$ cat src/rtl/univ_shift_reg.sv
// WIDTH-bit general-purpose register and shifter with complementary outputs.
// Each shift/rotate runs one bit position per clock, using a start/busy/done handshake.
module univ_shift_reg #(
   parameter int WIDTH = 8,
   parameter int AMT_W = 3
) (
   input  logic             clock,
   input  logic             reset,
   input  logic             start,
   input  logic [2:0]       mode,
   input  logic [AMT_W-1:0] amt,
   input  logic [WIDTH-1:0] d,
   input  logic             sin_l,
   input  logic             sin_r,
   output logic [WIDTH-1:0] q,
   output logic [WIDTH-1:0] qbar,
   output logic             busy,
   output logic             done
);

   typedef enum logic [1:0] {
      IDLE,
      RUN,
      DONE
   } state_t;

   localparam logic [2:0] OP_HOLD  = 3'b000;
   localparam logic [2:0] OP_LOAD  = 3'b001;
   localparam logic [2:0] OP_SHL   = 3'b010;
   localparam logic [2:0] OP_SHR   = 3'b011;
   localparam logic [2:0] OP_ROL   = 3'b100;
   localparam logic [2:0] OP_ROR   = 3'b101;
   localparam logic [2:0] OP_ASR   = 3'b110;
   localparam logic [2:0] OP_CLEAR = 3'b111;

   state_t           state, state_next;
   logic [WIDTH-1:0] q_reg, q_next;
   logic [AMT_W-1:0] rem, rem_next;
   logic [2:0]       op_reg, op_next;

   // One bit-position step of a shift mode; serial fills are taken live each edge.
   function automatic logic [WIDTH-1:0] shift_once(input logic [2:0] op,
                                                   input logic [WIDTH-1:0] val,
                                                   input logic fill_l,
                                                   input logic fill_r);
      logic [WIDTH-1:0] res;
      res = val;
      case (op)
         OP_SHL:  res = {val[WIDTH-2:0], fill_r};
         OP_SHR:  res = {fill_l, val[WIDTH-1:1]};
         OP_ROL:  res = {val[WIDTH-2:0], val[WIDTH-1]};
         OP_ROR:  res = {val[0], val[WIDTH-1:1]};
         OP_ASR:  res = {val[WIDTH-1], val[WIDTH-1:1]};
         default: res = val;
      endcase
      return res;
   endfunction

   function automatic logic is_shift(input logic [2:0] op);
      return (op >= OP_SHL) && (op <= OP_ASR);
   endfunction

   always_ff @(posedge clock or posedge reset) begin
      if (reset) begin
         state  <= IDLE;
         q_reg  <= '0;
         rem    <= '0;
         op_reg <= OP_HOLD;
      end else begin
         state  <= state_next;
         q_reg  <= q_next;
         rem    <= rem_next;
         op_reg <= op_next;
      end
   end

   // The first shift happens on the start edge itself, so rem counts the shifts still owed.
   always_comb begin
      state_next = state;
      q_next     = q_reg;
      rem_next   = rem;
      op_next    = op_reg;
      unique case (state)
         IDLE: begin
            if (start) begin
               op_next = mode;
               if (is_shift(mode) && (amt != '0)) begin
                  q_next     = shift_once(mode, q_reg, sin_l, sin_r);
                  rem_next   = amt - AMT_W'(1);
                  state_next = (amt == AMT_W'(1)) ? DONE : RUN;
               end else begin
                  case (mode)
                     OP_LOAD:  q_next = d;
                     OP_CLEAR: q_next = '0;
                     default:  q_next = q_reg;
                  endcase
                  rem_next   = '0;
                  state_next = DONE;
               end
            end
         end
         RUN: begin
            q_next   = shift_once(op_reg, q_reg, sin_l, sin_r);
            rem_next = rem - AMT_W'(1);
            if (rem == AMT_W'(1)) begin
               state_next = DONE;
            end
         end
         DONE: begin
            state_next = IDLE;
         end
         default: begin
            state_next = IDLE;
         end
      endcase
   end

   assign q    = q_reg;
   assign qbar = ~q_reg;
   assign busy = (state == RUN);
   assign done = (state == DONE);

endmodule

$ cat config.mk
export PLATFORM = sky130hd
export DESIGN_NAME = univ_shift_reg
export DESIGN_NICKNAME = d
export VERILOG_FILES = /design/src/rtl/univ_shift_reg.sv
export SDC_FILE = /design/constraint.sdc
export NUM_CORES = 1
export LEC_CHECK = 0
export CAP_MARGIN = 25
export CORE_MARGIN = 2
export CORE_UTILIZATION = 25
export DETAILED_ROUTE_END_ITERATION = 6
export MAX_ROUTING_LAYER = met4
export PLACE_DENSITY = 0.58
export SKIP_LAST_GASP = 1
export SLEW_MARGIN = 20
export SYNTH_ARGS = -nofsm -noshare
export SYNTH_HDL_FRONTEND = slang
export SYNTH_SLANG_ARGS = --single-unit
$ cat constraint.sdc
create_clock -name clock -period 1.45 [get_ports clock]
set_clock_uncertainty 0.05 [all_clocks]
set_input_delay 0.2175 -clock clock [delete_from_list [all_inputs] [get_ports clock]]
set_output_delay 0.2175 -clock clock [all_outputs]
set_load 0.05 [all_outputs]
; Word level (Yosys, flattened, before mapping)
; Cells that the tools add are included.
; Widths: inputs -> output; s select.
[totals]
reg_bits = 16
in_bits = 19
[classes]
addsub = 2
magnitude_cmp = 2
eq_ne = 25
n_mux = 14
bitwise_logic = 1
reduce_logical = 10
[op_table]
columns = cell, count
row1 = $pmux 8 s5, 2
row2 = $pmux 8 s2, 2
row3 = $eq 3x3->1 const B, 7
row4 = $mux 8, 2
row5 = $eq 3x2->1 const B, 4
row6 = $eq 3x1->1 const B, 3
row7 = $mux 2, 4
row8 = $not 8->8, 1
row9 = $ne 7x2->1 const B, 1
row10 = $reduce_and 7->1, 1
row11 = $mux 3, 2
row12 = $ne 6x1->1 const B, 1
row13 = $ne 6x2->1 const B, 1
row14 = $pmux 3 s2, 1
row15 = $reduce_and 2->1, 3
row16 = $sub 3x1->3 const B, 2
row17 = $ne 5x1->1 const B, 1
row18 = $reduce_and 5->1, 1
row19 = $ne 2x2->1 const B, 2
row20 = $ne 4x2->1 const B, 1
row21 = $pmux 2 s2, 1
row22 = $ge 3x2->1 const B, 1
row23 = $le 3x3->1 const B, 1
row24 = $ne 3x3->1 const B, 1
row25 = other kinds (7), 8

; Longest topological paths before layout
; Gate-level depths: netlist (run 1).
[logic_depth]
ltp_word = 6
depth_mapped = 8
ltp_nobuf = 7

; Worst setup path after synthesis (run 1)
; No wires, ideal clock.
[synth_path]
path_type = reg2reg
start = register q_reg[5], in the netlist q[5]
end = register q_reg[4], in the netlist q[4]
setup_time_ps = 121
arrival_time_ps = 1940
required_time_ps = 1279
path_slack_ps = -661
stages_incl_launch_ff = 6
n_path_buf = 0
path_cell_list = dfrtp_1 > inv_1 > o21ai_0 > a221o_1 > a221o_1 > a22o_1
[synth_between]
elab_chain_cells = 4
elab_cells_between_ends = 5
cone_classes = 5 x mux
[synth_rtl]
columns = item, line
row1 = from (decl), 37  ; logic [WIDTH-1:0] q_reg, q_next;
row2 = from (signal assigned), 71  ; q_reg <= q_next;
row3 = $pmux 8 s5, 48  ; case (op)
row4 = $mux 8, 87  ; if (is_shift(mode) && (amt != '0)) begin
row5 = $mux 8, 85  ; if (start) begin
row6 = $pmux 8 s2 (*), 83  ; unique case (state)
; Every way passes the cells marked *; elsewhere a longest branch is shown, timed or not. The select of a mux whose other input is x is not followed.
; A chain may end at the register's enable or synchronous reset.

; Worst setup path after layout (run 1)
[layout_path]
start = register q_reg[3], in the netlist q[3]
end = register q_reg[4], in the netlist q[4]
; The elaborated chain is that of the path after synthesis.

==> reports/results.ini, run 1 <==
[placement]
routabilityCongestion = 0.8812
dp.final_hpwl_mm = 4.600
pre_cts_slack_ns = -0.7684
portBuffers = 36
placed_area_sq_um = 2750

[route]
drcViolationCount = 0
drt-initial-drc-count = 194
antenna_left = 0
vias_per_cell = 5.145
via_count = 2022
totalWireLength_mm = 6.110
post_drt_wl_per_cell_microns = 15.55
drt_pass1_iterations = 4

[floorplanning]
rows = 30
io_pins = 37
dieArea_sq_um = 7593
die_height_microns = 87.14
design.core.area_sq_um = 6756
die_w_microns = 87.14
start_util_pct = 25.57

[synthesis]
synth_seq_area_share_pct = 23.17
netlist_area_sq_um = 1728
post-synth-top-count-cell = nand2_1
synth-main-ff-cell = dfrtp_1
synth_area_leaders = dfrtp_1, a221o_1, a21oi_1
synth.largest_area_cell = dfrtp_1
async_reset_ff_share_pct = 100.0
synth_common_cells = nand2_1, dfrtp_1, inv_1
postSynthCellCount = 219
ys_types = 51
syn-num-nets = 243
yosysWarnings = 0
synth_edf_count = 0
avgSynthCellArea_sq_um = 7.890
yosysTopAreaCellShare_pct = 23.17
ys_seq_elements = 16

[global_route]
grt_pass1_vias = 2031
grt_pass1_wl_mm = 9.708
antenna_found_initial = 0
grt_overflow = 0
grt_usage_pct = 16.96
grt_max_degree = 17

[setup_path]
worstPathMaxFanout = 4
crit_arrival_ns = 1.67
crit_family = compound AO/OA/AOI/OAI gates
crit_path_end_kind = register
crit_chain = buf_4, a221o_1, a221o_1, a22o_1
crit_buf_inv = 1
worst_setup_path_start_kind = register
path_class = reg2reg
crit_top_cell = a221o_1
cp_slowest_cell = dfrtp_2
slowest_delay_ns = 0.44
cp.required_ns = 1.54

[layout]
layout-drive-gt1-share_pct = 50.80
largest_register_ffs = 8
final_area_sq_um = 3154
antenna_cells = 0
syn2layout_area_growth_pct = 82.55
multi_input_area_sq_um = 1319
final_net_count = 338
nFillCells = 647
seq_area_sq_um = 412.9

[timing]
maxSlewHeadroom_pct = 78.11
fin_ws_ns = -0.1298
slew_violations = 0
setup_viol = 10
fmax_mhz = 633.0
hold_viol = 0
tns_ns = -0.7896
post-route-min-period_ns = 1.580
rsz0062_at_grt = yes
period_share_pct = 109.0
tightest_slew_ns = 0.3283

[min_path]
hp-class = in2async

[clock_network]
cts_hold_buf = 0
clk_latency_ns = 0.26
clk_path_buf_depth = 2
cts_sinks = 16
cts-root-buf = clkbuf_8
tritoncts.num_buffers = 3
cts_tree = done
cts_max_level = 1
clkTransAtPathRegs_ns = 0.07

[run]
drv_cap = 0

[outcome]
status = finished with violations
violations = setup timing

[pwr]
p_leak_nw = 1.348
ir_worst_vdd_mv = 0.8475
power_mw = 7.269
powerDensity_nw_per_um2 = 2304

==> power breakdown <==
group / switching [mW] / total [mW] / leakage (nW) / internal, mW
logic: 2.92 / 5.85 / 1.13 / 2.94
registers: 0.314 / 1.01 / 0.187 / 0.695
clock network: 0.166 / 0.408 / 0.0288 / 0.241
total: 3.40 / 7.27 / 1.35 / 3.87
==> repair_timing <==
action	in CTS	in global routing
setup endpoints to repair	15	15
gates cloned	1	0
buffers inserted	11	2
pin swaps	15	6
gates resized for setup	49	19
endpoints found under the hold margin	0	0
==> metal layers <==
layer | wire length [microns] | global-route usage [%] | up-vias
li1 | - | - | 1001
met1 | 2641 | 20.06 | 943
met2 | 3015 | 29.01 | 64
met3 | 274 | 2.749 | 14
met4 | 178 | 6.154 | 0
met5 | 0 | - | -
==> layout by cell type, fill, tap and decap left out, types with 3 or more instances in the layout <==
| cell | instances |
|---|---|
| a21oi_1 | 13 |
| a221o_1 | 8 |
| a22o_1 | 6 |
| and2_4 | 3 |
| buf_12 | 20 |
| buf_4 | 62 |
| buf_6 | 9 |
| clkbuf_8 | 4 |
| clkdlybuf4s50_1 | 11 |
| clkinvlp_4 | 4 |
| dfrtp_1 | 6 |
| dfrtp_2 | 10 |
| dlygate4sd2_1 | 4 |
| ha_1 | 4 |
| inv_1 | 10 |
| inv_2 | 3 |
| nand2_1 | 17 |
| nor2_1 | 14 |
| nor2b_1 | 5 |
| o211ai_1 | 8 |
| o21ai_0 | 6 |
| o21ai_1 | 7 |
| o21ai_2 | 3 |
| o221ai_1 | 3 |
| o221ai_2 | 4 |
| o22ai_1 | 4 |
==> worst paths after layout <==
check,to,cells past startpoint,slack [ns],start
setup / recovery,q[4],4,-0.13,q[3]
hold / removal,op_reg[2],3,0.23,reset
setup reg to reg,q[4],4,-0.13,q[3]
hold reg to reg,rem[1],2,0.50,rem[1]
max in group asynchronous,q[5],3,0.90,reset
min in group clock,rem[1],4,0.45,amt[0]
==> cell type report <==
type / instances / area share, %
timing repair buffer: 110 / 37.33
tap: 80 / 3.173
sequential: 16 / 13.09
inverter: 18 / 2.856
clock buffer: 4 / 1.745
multi-input combinational: 165 / 41.81
==> kinds of logic (layout without fill, tap and decap cells) <==
kind of cell               after synthesis  in the layout  synth area share (%)
AOI/OAI and AO/OA                       86             86                 36.42
and+or+nand+nor                         65             65                 20.42
buffers and inverters                   38            132                 11.44
DFF                                     16             16                 23.17
adders and majority gates                7              7                 4.779
xor gates and xnor gates                 5              5                 2.535
muxes                                    2              2                 1.231
==> worst register-to-register path: stages (launching register included) <==
cell and delay, ns:
dfrtp_2 0.44, buf_4 0.16, a221o_1 0.31, a221o_1 0.31, a22o_1 0.19
==> per-stage QoR <==
step,utilization (%),hold slack (ns),cells
after detailed placement,40.70,0.4718,375
after global routing,46.69,0.2632,393
final,46.69,0.2311,393
after global placement,40.70,0.4490,375
after floorplan,-,0.08070,219
after CTS,45.44,0.2358,391
Note: power is estimated with default switching activity, not from simulation.
==> run 2: changes to the inputs <==
--- a/config.mk
+++ b/config.mk
@@ -10,7 +10,7 @@
 export CORE_UTILIZATION = 25
 export DETAILED_ROUTE_END_ITERATION = 6
 export MAX_ROUTING_LAYER = met4
-export PLACE_DENSITY = 0.58
+export PLACE_DENSITY = 0.56
 export SKIP_LAST_GASP = 1
 export SLEW_MARGIN = 20
 export SYNTH_ARGS = -nofsm -noshare
==> constraint.sdc (replaced) <==
create_clock -name clock -period 1.8 [get_ports clock]
set_clock_uncertainty 0.05 [all_clocks]
set_input_delay 0.27 -clock clock [delete_from_list [all_inputs] [get_ports clock]]
set_output_delay 0.27 -clock clock [all_outputs]
set_load 0.05 [all_outputs]
==> reports/results.ini, run 2 (synthesized netlist as in run 1, its figures left out) <==
[outcome]
status = finished clean

[pwr]
powerDensity_nw_per_um2 = 1754  ; -24%
pwr-share-clk_pct = 7.2  ; +1.6 points
power_switching_mw = 2.312  ; -32%
p_leak_nw = 1.097  ; -19%
ir_worst_vdd_mv = 0.6513  ; -23%
p_seq_share_pct = 19.0  ; +5.1 points
power_frac_comb_pct = 73.9  ; -6.6 points
power_mw = 4.475  ; -38%
intPower_mw = 2.164  ; -44%
switching_share_pct = 51.65  ; +4.9 points

[floorplanning]
io_pins = 37  ; unchanged
rows = 30  ; unchanged
die_w_microns = 87.14  ; unchanged
die_height_microns = 87.14  ; unchanged
design.core.area_sq_um = 6756  ; unchanged
start_util_pct = 25.57  ; unchanged
dieArea_sq_um = 7593  ; unchanged

[setup_path]
crit_path_end_kind = register
crit_chain = dlygate4sd2_1, inv_1, ha_2, nor2b_4, nor3b_4, buf_4, a221o_1, a22o_1
cp.required_ns = 1.89  ; +0.35 ns
cp_slowest_cell = a221o_1
crit_arrival_ns = 1.75  ; +0.08 ns
worstPathMaxFanout = 6  ; +2
worst_setup_path_start_kind = input port
path_class = in2reg
slowest_delay_ns = 0.33  ; -0.11 ns

[timing]
slew_violations = 0  ; unchanged
fmax_mhz = 600.6
rsz0062_at_grt = no
setup_viol = 0  ; -10
tns_ns = 0  ; +0.7896 ns
hold_viol = 0  ; unchanged
tightest_slew_ns = 0.3396  ; +0.01128 ns
period_share_pct = 92.50
maxSlewHeadroom_pct = 77.36  ; -0.75 points
post-route-min-period_ns = 1.665

[route]
totalWireLength_mm = 5.534  ; -9.4%
vias_per_cell = 5.216  ; +1.4%
post_drt_wl_per_cell_microns = 15.16  ; -2.5%
drt-initial-drc-count = 64  ; -67%
via_count = 1904  ; -5.8%
antenna_left = 0  ; unchanged
drt_pass1_iterations = 4  ; unchanged
drcViolationCount = 0  ; unchanged

[layout]
syn2layout_area_growth_pct = 47.65
antenna_cells = 0  ; unchanged
largest_register_ffs = 8  ; unchanged
final_area_sq_um = 2551  ; -19%
layout-drive-gt1-share_pct = 35.09  ; -16 points
final_net_count = 310  ; -8.3%
final_common_cell = buf_4
layout_common_cells = buf_4, nand2_1, nor2_1, a21oi_1

[run]
drv_cap = 0  ; unchanged

[clock_network]
clkTransAtPathRegs_ns = 0.07  ; about the same
clk_latency_ns = 0.25  ; about the same
clk_path_buf_depth = 2  ; unchanged
cts_tree = done
cts_sinks = 16  ; unchanged
cts-root-buf = clkbuf_8
cts_max_level = 1  ; unchanged
cts_hold_buf = 0  ; unchanged
tritoncts.num_buffers = 3  ; unchanged

[global_route]
grt_max_degree = 22  ; +5
grt_pass1_wl_mm = 9.239  ; -4.8%
grt_overflow = 0  ; unchanged
grt_pass1_vias = 1939  ; -4.5%
grt_usage_pct = 15.70  ; -1.3 points
antenna_found_initial = 0  ; unchanged

[placement]
dp.final_hpwl_mm = 4.263  ; -7.3%
routabilityCongestion = 0.8067  ; -8.5%
placed_area_sq_um = 2381  ; -13%
portBuffers = 36  ; unchanged

[min_path]
hp-class = in2async

run 2: area by class of cell:
class	count	area [sq um]
timing repair buffer	82	735.7
clock buffer	4	55.05
multi-input combinational	165	1167
sequential	16	407.9
inverter	18	85.08
tap	80	100.1
fill	720	4205
run 2: worst paths after layout:
kind                            startpoint        end  slack (ns)  depth (start not counted)
worst max-delay path                amt[0]       q[2]        0.13                          8
max in group asynchronous            reset  op_reg[1]        1.02                          3
min in group clock                  rem[1]     rem[1]        0.47                          2
worst min-delay path                 reset       q[6]        0.23                          2
worst max register to register    state[1]       q[4]        0.16                          6
worst min register to register      rem[1]     rem[1]        0.47                          2
run 2: power groups by stage:
stage          registers, mW  clock network [mW]  logic [mW]
2_1_floorplan           1.02                   0        1.99
3_3_place_gp           0.849                   0        3.23
3_5_place_dp           0.853                   0        3.26
4_1_cts                0.844               0.332        3.32
5_1_grt                0.887               0.345        3.60
6_report               0.848               0.322        3.30
run 2: metal layers:
metal / up-vias / GRT usage, % / wire length [microns]
li1: 945 / - / -
met1: 898 / 18.83 / 2422
met2: 53 / 27.90 / 2743
met3: 8 / 2.559 / 283
met4: 0 / 2.937 / 85
met5: - / - / 0
run 2: stage by stage:
step	setup slack (ns)	hold WS (ns)	utilization (%)	instances
final	0.1350	0.2309	37.76	365
after global routing	0.01396	0.2641	37.76	365
after CTS	0.03884	0.2492	37.69	365
after detailed placement	-0.4355	0.4661	35.24	351
after global placement	-0.4146	0.4604	35.24	351
after floorplan	-0.03489	0.1333	-	219
run 2: worst max-delay path: cells and delay by family:
family	cells	cell delay, ns
AOI/OAI and AO/OA	2	0.51
buffers and inverters	3	0.47
and+or+nand+nor	2	0.29
adders and majority gates	1	0.21
run 2: timing repair:
item / CTS / global route
setup buffers: 10 / 0
endpoints found under the setup margin: 14 / 6
endpoints found under the hold margin: 0 / 0
pin swaps: 7 / 2
gates resized for setup: 16 / 2
==> run 3: changes to the inputs <==
--- a/config.mk
+++ b/config.mk
@@ -12,7 +12,6 @@
 export MAX_ROUTING_LAYER = met4
 export PLACE_DENSITY = 0.56
 export SKIP_LAST_GASP = 1
-export SLEW_MARGIN = 20
 export SYNTH_ARGS = -nofsm -noshare
 export SYNTH_HDL_FRONTEND = slang
 export SYNTH_SLANG_ARGS = --single-unit
==> results of run 3 <==
No change in the layout: final DEF, timing and power equal those of run 2.
